===== src/rtl/btn_pkg.sv =====
// Shared definitions for the button conditioner: hold-FSM state encoding,
// counter-width helper and default timing constants.
// Optional feature macro used by this slice: BTN_AUTOREPEAT_EN.
package btn_pkg;

  typedef enum logic [1:0] {
    IDLE    = 2'd0,
    PRESSED = 2'd1,
    HELD    = 2'd2
  } hold_state_t;

  // Defaults assume a 100 MHz system clock.
  localparam int DEF_N_BTN         = 5;
  localparam int DEF_DB_CYCLES     = 1000000;
  localparam int DEF_HOLD_CYCLES   = 100000000;
  localparam int DEF_REPEAT_CYCLES = 20000000;

  // Width of a counter that must be able to hold the value max_count.
  function automatic int cnt_width(input int unsigned max_count);
    return (max_count < 1) ? 1 : $clog2(max_count + 1);
  endfunction

endpackage


===== src/rtl/btn_chan.sv =====
// One button channel: 2-flop synchroniser, counter debouncer, registered
// rise/fall pulses and the long-press (hold) FSM.
// With BTN_AUTOREPEAT_EN defined, the HELD state re-fires btn_hold every
// REPEAT_CYCLES cycles; otherwise HELD simply waits for release.
module btn_chan
  import btn_pkg::*;
#(
  parameter int DB_CYCLES     = DEF_DB_CYCLES,
  parameter int HOLD_CYCLES   = DEF_HOLD_CYCLES,
  parameter int REPEAT_CYCLES = DEF_REPEAT_CYCLES
) (
  input  logic CLK,
  input  logic reset,
  input  logic btn_in,
  output logic btn_level,
  output logic btn_rise,
  output logic btn_fall,
  output logic btn_hold
);

  localparam int DB_W     = cnt_width(DB_CYCLES);
  localparam int HOLD_MAX = (HOLD_CYCLES > REPEAT_CYCLES) ? HOLD_CYCLES : REPEAT_CYCLES;
  localparam int HOLD_W   = cnt_width(HOLD_MAX);

  localparam logic [DB_W-1:0]   DB_LAST   = DB_W'(DB_CYCLES - 1);
  localparam logic [DB_W-1:0]   DB_ONE    = DB_W'(1);
  localparam logic [HOLD_W-1:0] HOLD_LAST = HOLD_W'(HOLD_CYCLES - 1);
  localparam logic [HOLD_W-1:0] HOLD_ONE  = HOLD_W'(1);
`ifdef BTN_AUTOREPEAT_EN
  localparam logic [HOLD_W-1:0] REPEAT_LAST = HOLD_W'(REPEAT_CYCLES - 1);
`endif

  logic              sync_meta;
  logic              sync_q;
  logic [DB_W-1:0]   db_cnt;
  logic              differs;
  logic              accept;
  logic              rise_evt;
  logic              fall_evt;
  hold_state_t       state;
  logic [HOLD_W-1:0] hold_cnt;

  // The accept cycle is when the synchronised input has disagreed with the
  // debounced level for DB_CYCLES consecutive cycles; the level flips then.
  assign differs  = (sync_q != btn_level);
  assign accept   = differs && (db_cnt == DB_LAST);
  assign rise_evt = accept && sync_q;
  assign fall_evt = accept && !sync_q;

  // Two-stage synchroniser for the asynchronous button input.
  always_ff @(posedge CLK or posedge reset) begin
    if (reset) begin
      sync_meta <= 1'b0;
      sync_q    <= 1'b0;
    end else begin
      sync_meta <= btn_in;
      sync_q    <= sync_meta;
    end
  end

  // Debounce counter and level register; edge pulses share the flip cycle.
  always_ff @(posedge CLK or posedge reset) begin
    if (reset) begin
      db_cnt    <= '0;
      btn_level <= 1'b0;
      btn_rise  <= 1'b0;
      btn_fall  <= 1'b0;
    end else begin
      btn_rise <= rise_evt;
      btn_fall <= fall_evt;
      if (!differs) begin
        db_cnt <= '0;
      end else if (accept) begin
        btn_level <= sync_q;
        db_cnt    <= '0;
      end else begin
        db_cnt <= db_cnt + DB_ONE;
      end
    end
  end

  // Long-press FSM; it follows the level flip events so hold timing is
  // measured from the same cycle that btn_rise is shown.
  always_ff @(posedge CLK or posedge reset) begin
    if (reset) begin
      state    <= IDLE;
      hold_cnt <= '0;
      btn_hold <= 1'b0;
    end else begin
      btn_hold <= 1'b0;
      case (state)
        IDLE: begin
          if (rise_evt) begin
            state    <= PRESSED;
            hold_cnt <= '0;
          end
        end
        PRESSED: begin
          if (fall_evt) begin
            state    <= IDLE;
            hold_cnt <= '0;
          end else if (hold_cnt == HOLD_LAST) begin
            btn_hold <= 1'b1;
            hold_cnt <= '0;
            state    <= HELD;
          end else begin
            hold_cnt <= hold_cnt + HOLD_ONE;
          end
        end
        HELD: begin
          if (fall_evt) begin
            state    <= IDLE;
            hold_cnt <= '0;
          end
`ifdef BTN_AUTOREPEAT_EN
          else if (hold_cnt == REPEAT_LAST) begin
            btn_hold <= 1'b1;
            hold_cnt <= '0;
          end else begin
            hold_cnt <= hold_cnt + HOLD_ONE;
          end
`endif
        end
        default: begin
          state    <= IDLE;
          hold_cnt <= '0;
        end
      endcase
    end
  end

endmodule


===== src/rtl/btn_conditioner.sv =====
// Multi-channel button conditioner: N_BTN independent btn_chan instances,
// each producing a debounced level, rise/fall pulses and a long-press pulse.
// Optional feature macro: BTN_AUTOREPEAT_EN (auto-repeat of btn_hold).
module btn_conditioner
  import btn_pkg::*;
#(
  parameter int N_BTN         = DEF_N_BTN,
  parameter int DB_CYCLES     = DEF_DB_CYCLES,
  parameter int HOLD_CYCLES   = DEF_HOLD_CYCLES,
  parameter int REPEAT_CYCLES = DEF_REPEAT_CYCLES
) (
  input  logic             CLK,
  input  logic             reset,
  input  logic [N_BTN-1:0] btn_in,
  output logic [N_BTN-1:0] btn_level,
  output logic [N_BTN-1:0] btn_rise,
  output logic [N_BTN-1:0] btn_fall,
  output logic [N_BTN-1:0] btn_hold
);

  for (genvar i = 0; i < N_BTN; i++) begin : g_chan
    btn_chan #(
      .DB_CYCLES     (DB_CYCLES),
      .HOLD_CYCLES   (HOLD_CYCLES),
      .REPEAT_CYCLES (REPEAT_CYCLES)
    ) u_chan (
      .CLK       (CLK),
      .reset     (reset),
      .btn_in    (btn_in[i]),
      .btn_level (btn_level[i]),
      .btn_rise  (btn_rise[i]),
      .btn_fall  (btn_fall[i]),
      .btn_hold  (btn_hold[i])
    );
  end

endmodule

===== config.mk =====
export PLATFORM = sky130hd
export DESIGN_NAME = btn_conditioner
export DESIGN_NICKNAME = d
export VERILOG_FILES = /design/src/rtl/btn_pkg.sv /design/src/rtl/btn_chan.sv /design/src/rtl/btn_conditioner.sv
export SDC_FILE = /design/constraint.sdc
export NUM_CORES = 1
export LEC_CHECK = 0
export BUFFER_PORTS_ARGS = -buffer_cell sky130_fd_sc_hd__buf_4
export CAP_MARGIN = 30
export CORE_UTILIZATION = 35
export DETAILED_ROUTE_END_ITERATION = 12
export GPL_TIMING_DRIVEN = 0
export PLACE_DENSITY_LB_ADDON = 0.1
export REMOVE_ABC_BUFFERS = 1
export SLEW_MARGIN = 20
export SYNTH_ARGS = -nofsm -noshare
export SYNTH_HDL_FRONTEND = slang
export SYNTH_SLANG_ARGS = --single-unit

===== constraint.sdc =====
create_clock -name CLK -period 15.9 [get_ports CLK]
set_clock_uncertainty 0.1 [all_clocks]
set_input_delay 2.385 -clock CLK [delete_from_list [all_inputs] [get_ports CLK]]
set_output_delay 2.385 -clock CLK [all_outputs]
set_load 0.05 [all_outputs]

=== After elaboration in Yosys (flattened, before gate mapping) ===
Cells that the tools add are included.

* Input port bits: 7
* Bits in registers: 275
* Output and inout bits: 20
* Word-level logic and storage cells: 210

* $add $sub $neg: 10
* Multiplexer cells: 75
* Reductions and logical operators: 40
* Eq/ne operators: 40

{| class="wikitable"
|+ Operator list
! operator !! count
|-
| $mux W27 || 20
|-
| $pmux W27 S3 || 5
|-
| $mux W20 || 10
|-
| $add A27 B1 Y27 const B || 5
|-
| $eq A27 B27 Y1 const B || 5
|-
| $add A20 B1 Y20 const B || 5
|-
| $eq A20 B20 Y1 const B || 5
|-
| $mux W2 || 20
|-
| $pmux W2 S3 || 5
|-
| $ne A2 B1 Y1 const B || 10
|-
| $reduce_and A2 Y1 || 10
|-
| $logic_and A1 B1 Y1 || 15
|-
| $mux W1 || 15
|-
| $ne A3 B1 Y1 const B || 5
|-
| $reduce_and A3 Y1 || 5
|-
| $eq A2 B1 Y1 const B || 5
|-
| $eq A2 B2 Y1 const B || 5
|-
| $logic_not A2 Y1 || 5
|-
| $logic_not A1 Y1 || 5
|-
| $ne A1 B1 Y1 || 5
|}

=== Logic depth before layout (Yosys ltp) ===
Gate-level depths: netlist (run 1).

* Word-level depth: 5
* Gate-level depth with buffers: 9
* Depth with buffers taken out: 6

=== Modules after synthesis ===
From an unflattened synthesis (run 1), not the netlist that was laid out.

* Cell total of the unflattened synthesis: 1519
* Area, all modules: 14342.5 sq um

{| class="wikitable"
|+ Modules (own cells, without submodules)
! module !! instances !! cells each !! area each (sq um) !! sequential area each (sq um)
|-
| btn_chan at g_chan[1].u_chan ... || 3 || 307 || 2869.0 || 1376.3
|-
| btn_chan at g_chan[0].u_chan || 1 || 298 || 2899.0 || 1376.3
|-
| btn_chan at g_chan[4].u_chan || 1 || 300 || 2836.5 || 1376.3
|}

=== Worst setup path after synthesis (run 1) ===
OpenSTA, ideal clock, no wires.

* Kind: register to output
* Start: register g_chan[4].u_chan.btn_level
* End: output btn_level[4]
* Slack: 12.823 ns
* Data arrival time: 0.592 ns
* Data required time: 13.415 ns
* Path buffers: 1
* Stages on the path, launching flop included: 2
* Cells stage by stage: dfrtp_1 -> buf_4

{| class="wikitable"
|+ RTL lines
! item !! line !! text
|-
| start, declared || btn_chan.sv:15 || <nowiki>output logic btn_level,</nowiki>
|-
| start signal, assigned || btn_chan.sv:74 || <nowiki>btn_level <= sync_q;</nowiki>
|-
| end, declared || btn_conditioner.sv:15 || <nowiki>output logic [N_BTN-1:0] btn_level,</nowiki>
|}

No word-level cell between the ends.

=== Worst setup path after layout (run 1) ===
* Start: register g_chan[1].u_chan.btn_fall
* End: output btn_fall[1]

{| class="wikitable"
|+ RTL lines
! item !! line !! text
|-
| start, declared || btn_chan.sv:17 || <nowiki>output logic btn_fall,</nowiki>
|-
| start signal, assigned || btn_chan.sv:70 || <nowiki>btn_fall <= fall_evt;</nowiki>
|-
| end, declared || btn_conditioner.sv:17 || <nowiki>output logic [N_BTN-1:0] btn_fall,</nowiki>
|}

No word-level cell between the ends.

==> flow_summary.ini, run 1 <==
[run_status]
status = completed

[timing]
max_freq_ghz = 0.272
period_minus_slack_ps = 3670
tns_ps = 0
timing.final.crit_share = 0.231
rsz0062_at_grt = false
worstMarginPinSlew_ps = 962
final_hold_viol_count = 0
slew_headroom = 0.353
drv_slew = 0
setup_viol_count_final = 0

[worst_setup_path]
crit_buf_inv = 1
crit_type = reg2out
reg2reg_from = g_chan[1].u_chan.hold_cnt[0]
slowest_stage = dfrtp_1
cp_cell_sequence = buf_4
arrival_ps = 1190
cp-startpoint = g_chan[1].u_chan.btn_fall
max_stage_delay_ps = 420
critical_path_required_ps = 13410
worst_setup_path_end_kind = output pin
crit_family = flip-flops
worstPathMaxFanout = 1
startpoint_type = register

[placed_design]
hpwl_mm = 22.2
placed_cells = 2069
port_buffers = 26
gp_congestion = 0.766

[pwr]
p_leak_nw = 6.72
peakVddDrop_mv = 0.0627
power_w = 0.00155
power_density_nw_per_um2 = 92.3

[synthesis]
ys.flop_type = dfrtp_1
syn_inst = 1582
synth_cell_types = 73
syn_area_um2 = 14700
synth_top_cell_area_share = 0.467
synth_area_per_cell_um2 = 9.32
synth-seq-cells = 275
synthDominantAreaCellType = dfrtp_1
synth-edff-count = 0
synthArstFlopShare = 1.00
yosysWarnings = 0
synth_seq_area_share = 0.467
ys_top_cells_by_area = dfrtp_1 47%, nand4_1 4.4%, nand3_1 4.3%, nor2_1 4.3%, nand2_1 4.2%

[final_layout]
stdcell_count = 2134
num-fill-cells = 3978
layout.nets = 1595
area_growth_pct = 13.6
drive_gt1_frac = 0.0986
insertedDiodeCount = 0

[routing]
wl_per_cell_um = 16.4
via_per_inst = 5.55
postRouteAntennaNets = 0
wl_mm = 34.9
drt_iter0_drc = 749
drc = 0
drt_pre_antenna_iters = 5
vias = 11800

[clock_tree]
tritoncts = done
htree_levels = 2
cts.clk_slew.worst_paths_ps = 60
post_cts_resized = 0
root_buffer = clkbuf_16
clk_path_buf_depth = 3
cts-hold-fix-buffers = 0
numCtsBuffers = 36
clk_latency_ps = 530
cts.sinks = 275
cts_setup_buffers = 0

[grt]
grt_max_degree = 81
gr-usage-all-layers = 0.165
grt_pass1_wl_mm = 59.5
antenna_found_initial = 0
grt_pass1_vias = 11500
overflow = 0

[die]
die_height_um = 207
die_area_um2 = 42900
io_pins = 27
rows = 74
die_w_um = 207
initial_core_util = 0.358
fp.coreArea_um2 = 41200

[run]
maxCapViolations = 0

[min_path]
worstHoldStart = g_chan[1].u_chan.sync_meta
hold_path_class = reg2reg
[layout by cell type, fill, tap and decap left out, types with 32 or more instances in the layout]
cell       netlist  final
nand2_1        164    164
nand3_1        127    127
xor2_1          54     54
a31oi_1         38     33
o21ai_0         35     34
nor2_1         167    167
xnor2_1         41     41
nand4_1        103    103
and3_1          43     43
dfrtp_1        275    275
nor3_1          32     32
clkbuf_16        0     37
[cell usage after synthesis, types with 13 or more instances]
cell	count
inv_1	32
o311ai_0	19
buf_4	21
nor2b_1	16
and4_1	31
a31oi_1	38
clkbuf_1	54
o31ai_1	13
nand2_1	164
nor3_1	32
dfrtp_1	275
and3_1	43
nor2_1	167
xnor2_1	41
mux2i_1	16
o21ai_0	35
a21oi_1	13
nand2b_1	18
xor2_1	54
or4_1	17
nor4_1	24
nand4_1	103
nand3_1	127
or3_1	26
[worst paths after layout]
kind                                                 end  cells after the start  slack (ps)
max                                          btn_fall[1]                      1       12230
min                              g_chan[1].u_chan.sync_q                      0         240
max reg2reg                g_chan[1].u_chan.hold_cnt[22]                      6       12730
min reg2reg                      g_chan[1].u_chan.sync_q                      0         240
max in group asynchronous  g_chan[2].u_chan.hold_cnt[16]                      3       13080
min in group asynchronous   g_chan[4].u_chan.hold_cnt[1]                      2        1820
[per-layer routing]
metal  part of all wire  GRT usage  up-vias
met5                  0          0        -
met4              0.017     0.0437        0
met3              0.035     0.0338       44
met2               0.44      0.255      140
met1               0.51      0.235     5818
li1                   -          -     5837
[power breakdown]
| part | switching (W) | internal (W) | total [W] |
|---|---|---|---|
| Sequential | 0.00000366 | 0.000705 | 0.000708 |
| Clock | 0.000317 | 0.000491 | 0.000809 |
| Combinational | 0.0000216 | 0.00000698 | 0.0000286 |
[final cells by class]
cell class / count / area [um^2] / area share
Clock buffer: 53 / 1100 / 0.0655
Inverter: 32 / 128 / 0.00762
Tap cell: 532 / 666 / 0.0398
Sequential cell: 275 / 6880 / 0.411
Timing Repair Buffer: 43 / 478 / 0.0285
Clock inverter: 9 / 75.1 / 0.00448
Multi-Input combinational cell: 1190 / 7420 / 0.443
[state kept, by name, indices dropped and copies added, names as in the netlist]
name	count
g_chan.u_chan.sync_q	5
g_chan.u_chan.btn_fall	5
g_chan.u_chan.hold_cnt	135
g_chan.u_chan.sync_meta	5
g_chan.u_chan.db_cnt	100
g_chan.u_chan.btn_rise	5
g_chan.u_chan.state	10
g_chan.u_chan.btn_level	5
g_chan.u_chan.btn_hold	5
[kinds of logic after synthesis]
kind of cell	synth area share
compound gates	0.108
flops	0.467
mux	0.0147
simple gates	0.308
buf+inv	0.0374
fa+ha+maj	0.00849
xor+xnor	0.0565
[through the flow]
stage,instance area [um^2],util,hold slack [ps],setup WS (ps)
after CTS,16700,0.405,246,12200
after detailed placement,15500,0.377,236,12450
after global placement,15200,0.368,233,1840
after global routing,16700,0.406,246,12140
final,16700,0.406,239,12230
after floorplan,14300,-,231,5830
(Power assumes the default switching activity.)
==> run 2, diff against run 1 <==
==> constraint.sdc (replaced) <==
create_clock -name CLK -period 3.7 [get_ports CLK]
set_clock_uncertainty 0.1 [all_clocks]
set_input_delay 0.555 -clock CLK [delete_from_list [all_inputs] [get_ports CLK]]
set_output_delay 0.555 -clock CLK [all_outputs]
set_load 0.05 [all_outputs]
==> flow_summary.ini, run 2 (synthesized netlist as in run 1, its figures left out) <==
[worst_setup_path]
critical_path_required_ps = 4000
startpoint_type = register
worst-r2r-setup-slack_ps = 520
worstPathMaxFanout = 18
reg2reg_from = g_chan[1].u_chan.hold_cnt[0]
crit_type = reg2reg
worst_setup_path_end_kind = register
reg2reg_to = g_chan[1].u_chan.hold_cnt[22]
arrival_ps = 3470
rr_worst_depth = 6

[final_layout]
largest_reg_flops = 135
fin_util = 0.408
layout.nets = 1600
final_common_cell = dfrtp_1
multi_input_area_um2 = 7420
final_cell_mix = 275 x dfrtp_1, 167 x nor2_1, 164 x nand2_1
regMostFlops = g_chan.u_chan.hold_cnt
top_regs = g_chan.u_chan.hold_cnt x135, g_chan.u_chan.db_cnt x100, g_chan.u_chan.state x10
num-fill-cells = 3976
drive_gt1_frac = 0.0983
stdcell_count = 2139
area_growth_pct = 13.9
final-seq-area_um2 = 6880
insertedDiodeCount = 0

[pwr]
peakVddDrop_mv = 0.274
power_density_nw_per_um2 = 396
power_w = 0.00665
p_leak_nw = 6.74

[clock_tree]
htree_levels = 2
numCtsBuffers = 36
cts-hold-fix-buffers = 5
cts_setup_buffers = 0
cts.sinks = 275
cts.clk_slew.worst_paths_ps = 60
clk_path_buf_depth = 3
post_cts_resized = 0
root_buffer = clkbuf_16
tritoncts = done
clk_latency_ps = 530

[die]
die_w_um = 207
fp.coreArea_um2 = 41200
io_pins = 27
rows = 74
die_area_um2 = 42900
initial_core_util = 0.358
die_height_um = 207

[routing]
via_per_inst = 5.54
wl_per_cell_um = 16.3
vias = 11800
drc = 0
drt_iter0_drc = 706
wl_mm = 34.9
postRouteAntennaNets = 0
drt_pre_antenna_iters = 5

[placed_design]
placed_cells = 2069
hpwl_mm = 22.2
gp_congestion = 0.766
port_buffers = 26

[timing]
period_minus_slack_ps = 3180
final_hold_viol_count = 2
setup_viol_count_final = 0
worstMarginPinSlew_ps = 965
slew_headroom = 0.351
whs_ps = -6.90
drv_slew = 0
rsz0062_at_grt = false
timing.final.crit_share = 0.859
max_freq_ghz = 0.315

[grt]
grt_pass1_wl_mm = 59.6
antenna_found_initial = 0
gr-usage-met2 = 0.255
gr-usage-all-layers = 0.165
grt_pass1_vias = 11500
met3_usage = 0.0337
overflow = 0
met1_usage = 0.236
grt_busiest_layer = met2
grt_max_degree = 81

[run]
maxCapViolations = 0

[min_path]
hold_path_class = in2async

[run_status]
violations = hold timing
status = complete, but fails checks
-- run 2: cell types whose count changed in the layout (fill, tap and decap cells not counted) --
| cell | before | now |
|---|---|---|
| dlygate4sd3_1 | 0 | 5 |
-- run 2: worst max-delay path by stage --
stage,from,to,slack (ps)
after floorplan,reset,g_chan[0].u_chan.btn_fall,-4540
after global routing,g_chan[1].u_chan.hold_cnt[0],g_chan[1].u_chan.hold_cnt[22],150
after global placement,reset,g_chan[1].u_chan.db_cnt[13],-8530
final,g_chan[1].u_chan.hold_cnt[0],g_chan[1].u_chan.hold_cnt[22],520
after CTS,g_chan[1].u_chan.hold_cnt[0],g_chan[1].u_chan.hold_cnt[22],470
after detailed placement,g_chan[1].u_chan.hold_cnt[0],g_chan[1].u_chan.hold_cnt[22],460
-- run 2: per-stage QoR --
stage / area, um^2 / setup TNS, ps / worst slack (ps)
floorplan: 14300 / -1247240 / -4540
global placement: 15200 / -2356360 / -8530
detailed placement: 15500 / 0 / 462
CTS: 16800 / 0 / 475
global route: 16800 / 0 / 148
finish: 16800 / 0 / 523
-- run 2: area by class of cell --
| cell class | count | share of cell area |
|---|---|---|
| clock inverters | 9 | 0.00447 |
| multi-input cells | 1190 | 0.442 |
| well taps | 532 | 0.0396 |
| repair buffers | 48 | 0.0314 |
| clock buffers | 53 | 0.0653 |
| inverters | 32 | 0.00760 |
| flip-flops and latches | 275 | 0.410 |
-- run 2: metal layers --
metal | part of all wire | wire length, um | vias up
li1 | - | - | 5847
met1 | 0.50 | 17600 | 5798
met2 | 0.44 | 15500 | 156
met3 | 0.036 | 1270 | 42
met4 | 0.017 | 591 | 0
met5 | 0 | 0 | -
-- run 2: worst max-delay path, cell delays in order, from the launching register on --
cell,delay [ps]
dfrtp_1,380
ha_1,240
nand4_1,300
nor4_1,560
nand3_1,750
nand2_1,540
o311ai_0,180
-- run 2: power by group --
part           switching (W)  internal [W]
Combinational      0.0000935     0.0000334
Sequential         0.0000157       0.00303
Clock                0.00136       0.00211
==> run 3, diff against run 2 <==
--- a/config.mk
+++ b/config.mk
@@ -10,6 +10,7 @@
 export CORE_UTILIZATION = 35
 export DETAILED_ROUTE_END_ITERATION = 12
 export GPL_TIMING_DRIVEN = 0
+export MAX_ROUTING_LAYER = met4
 export PLACE_DENSITY_LB_ADDON = 0.1
 export REMOVE_ABC_BUFFERS = 1
 export SLEW_MARGIN = 20
==> flow_summary.ini, run 3 (synthesized netlist as in run 1, its figures left out) <==
[run_status]
status = complete, but fails checks
violations = hold timing

[worst_setup_path]
startpoint_type = register
arrival_ps = 3480
worstPathMaxFanout = 18
reg2reg_from = g_chan[1].u_chan.hold_cnt[0]
critical_path_required_ps = 4000
rr_worst_depth = 6
crit_type = reg2reg
worst-r2r-setup-slack_ps = 520
reg2reg_to = g_chan[1].u_chan.hold_cnt[22]
worst_setup_path_end_kind = register

[clock_tree]
post_cts_resized = 0
clk_latency_ps = 530
tritoncts = done
root_buffer = clkbuf_16
cts.clk_slew.worst_paths_ps = 60
cts.sinks = 275
numCtsBuffers = 36
htree_levels = 2
clk_path_buf_depth = 3
cts_setup_buffers = 0

[final_layout]
top_regs = g_chan.u_chan.hold_cnt x135, g_chan.u_chan.db_cnt x100, g_chan.u_chan.state x10
final_common_cell = dfrtp_1
regMostFlops = g_chan.u_chan.hold_cnt
fin_util = 0.408
drive_gt1_frac = 0.0983
num-fill-cells = 3976
final_cell_mix = 275 x dfrtp_1, 167 x nor2_1, 164 x nand2_1
design_area_um2 = 16800
insertedDiodeCount = 0
area_growth_pct = 13.9
layout.nets = 1600
largest_reg_flops = 135

[routing]
via_per_inst = 5.56
wl_per_cell_um = 16.3
postRouteAntennaNets = 0
drt_iter0_drc = 710
drt_pre_antenna_iters = 5
vias = 11900
drc = 0
wl_mm = 35.0

[grt]
antenna_found_initial = 0
grt_max_degree = 81
grt_pass1_wl_mm = 59.6
gr-usage-all-layers = 0.170
overflow = 0
grt_pass1_vias = 11500

[pwr]
pwr-share-clk = 0.523
p_int_w = 0.00517
p_comb_frac = 0.019
power_frac_seq = 0.458
p_sw_w = 0.00147
power_density_nw_per_um2 = 396
netSwitchingFraction = 0.222
peakVddDrop_mv = 0.274
p_leak_nw = 6.74

[placed_design]
hpwl_mm = 22.2
place_area_um2 = 15500
port_buffers = 26
gp_congestion = 0.777

[run]
maxCapViolations = 0

[timing]
tns_ps = 0
slew_headroom = 0.355
worstMarginPinSlew_ps = 959
timing.final.crit_share = 0.860
period_minus_slack_ps = 3180
drv_slew = 0
rsz0062_at_grt = false
final_hold_viol_count = 2
whs_ps = -6.82
setup_viol_count_final = 0
max_freq_ghz = 0.314

[die]
io_pins = 27
initial_core_util = 0.358
die_area_um2 = 42900
die_w_um = 207
fp.coreArea_um2 = 41200
rows = 74
die_height_um = 207

[min_path]
hold_path_class = in2async
==> run 3: cell counts in the layout (fill, tap and decap cells not counted) <==
Identical to the previous run, type by type.
==> run 3: critical path, stage by stage (launching register included) <==
cell and delay, ps:
dfrtp_1 380, ha_1 240, nand4_1 300, nor4_1 560, nand3_1 750, nand2_1 540, o311ai_0 180
==> run 3: worst max path at each step <==
stage	from	end	slack [ps]	depth (start not counted)
6_report	g_chan[1].u_chan.hold_cnt[0]	g_chan[1].u_chan.hold_cnt[22]	520	6
5_1_grt	g_chan[1].u_chan.hold_cnt[0]	g_chan[1].u_chan.hold_cnt[22]	150	6
4_1_cts	g_chan[1].u_chan.hold_cnt[0]	g_chan[1].u_chan.hold_cnt[22]	470	6
3_5_place_dp	g_chan[1].u_chan.hold_cnt[0]	g_chan[1].u_chan.hold_cnt[22]	460	6
3_3_place_gp	reset	g_chan[1].u_chan.db_cnt[13]	-8530	2
2_1_floorplan	reset	g_chan[0].u_chan.btn_fall	-4540	1
==> run 3: area by class of cell <==
class | count | area [um^2] | area share
multi-input combinational | 1190 | 7420 | 0.442
timing repair buffer | 48 | 528 | 0.0314
tap | 532 | 666 | 0.0396
clock buffer | 53 | 1100 | 0.0653
inverter | 32 | 128 | 0.00760
sequential | 275 | 6880 | 0.410
clock inverter | 9 | 75.1 | 0.00447
==> run 3: timing repair <==
item                                   in CTS  in global routing
setup endpoints to repair                   0                  0
hold buffers                                5                  0
endpoints found under the hold margin       5                  0
==> run 3: per-layer routing <==
layer	wire [um]	track usage
met1	17500	0.236
met2	15600	0.255
met3	1330	0.0337
met4	580	0.0437
met5	0	-
==> run 3: power by group through the flow <==
stage / Sequential [W] / Combinational (W) / Clock (W)
floorplan: 0.00310 / 0.0000800 / 0
global placement: 0.00310 / 0.000118 / 0
detailed placement: 0.00310 / 0.000132 / 0
CTS: 0.00304 / 0.000136 / 0.00361
global route: 0.00304 / 0.000153 / 0.00372
finish: 0.00304 / 0.000127 / 0.00347
==> run 3: through the flow <==
stage	worst slack [ps]	total power, W	instances
after CTS	475	0.00679	2136
after floorplan	-4540	0.00318	1497
after detailed placement	462	0.00323	2069
after global placement	-8530	0.00322	2055
final	519	0.00664	2139
after global routing	148	0.00691	2139
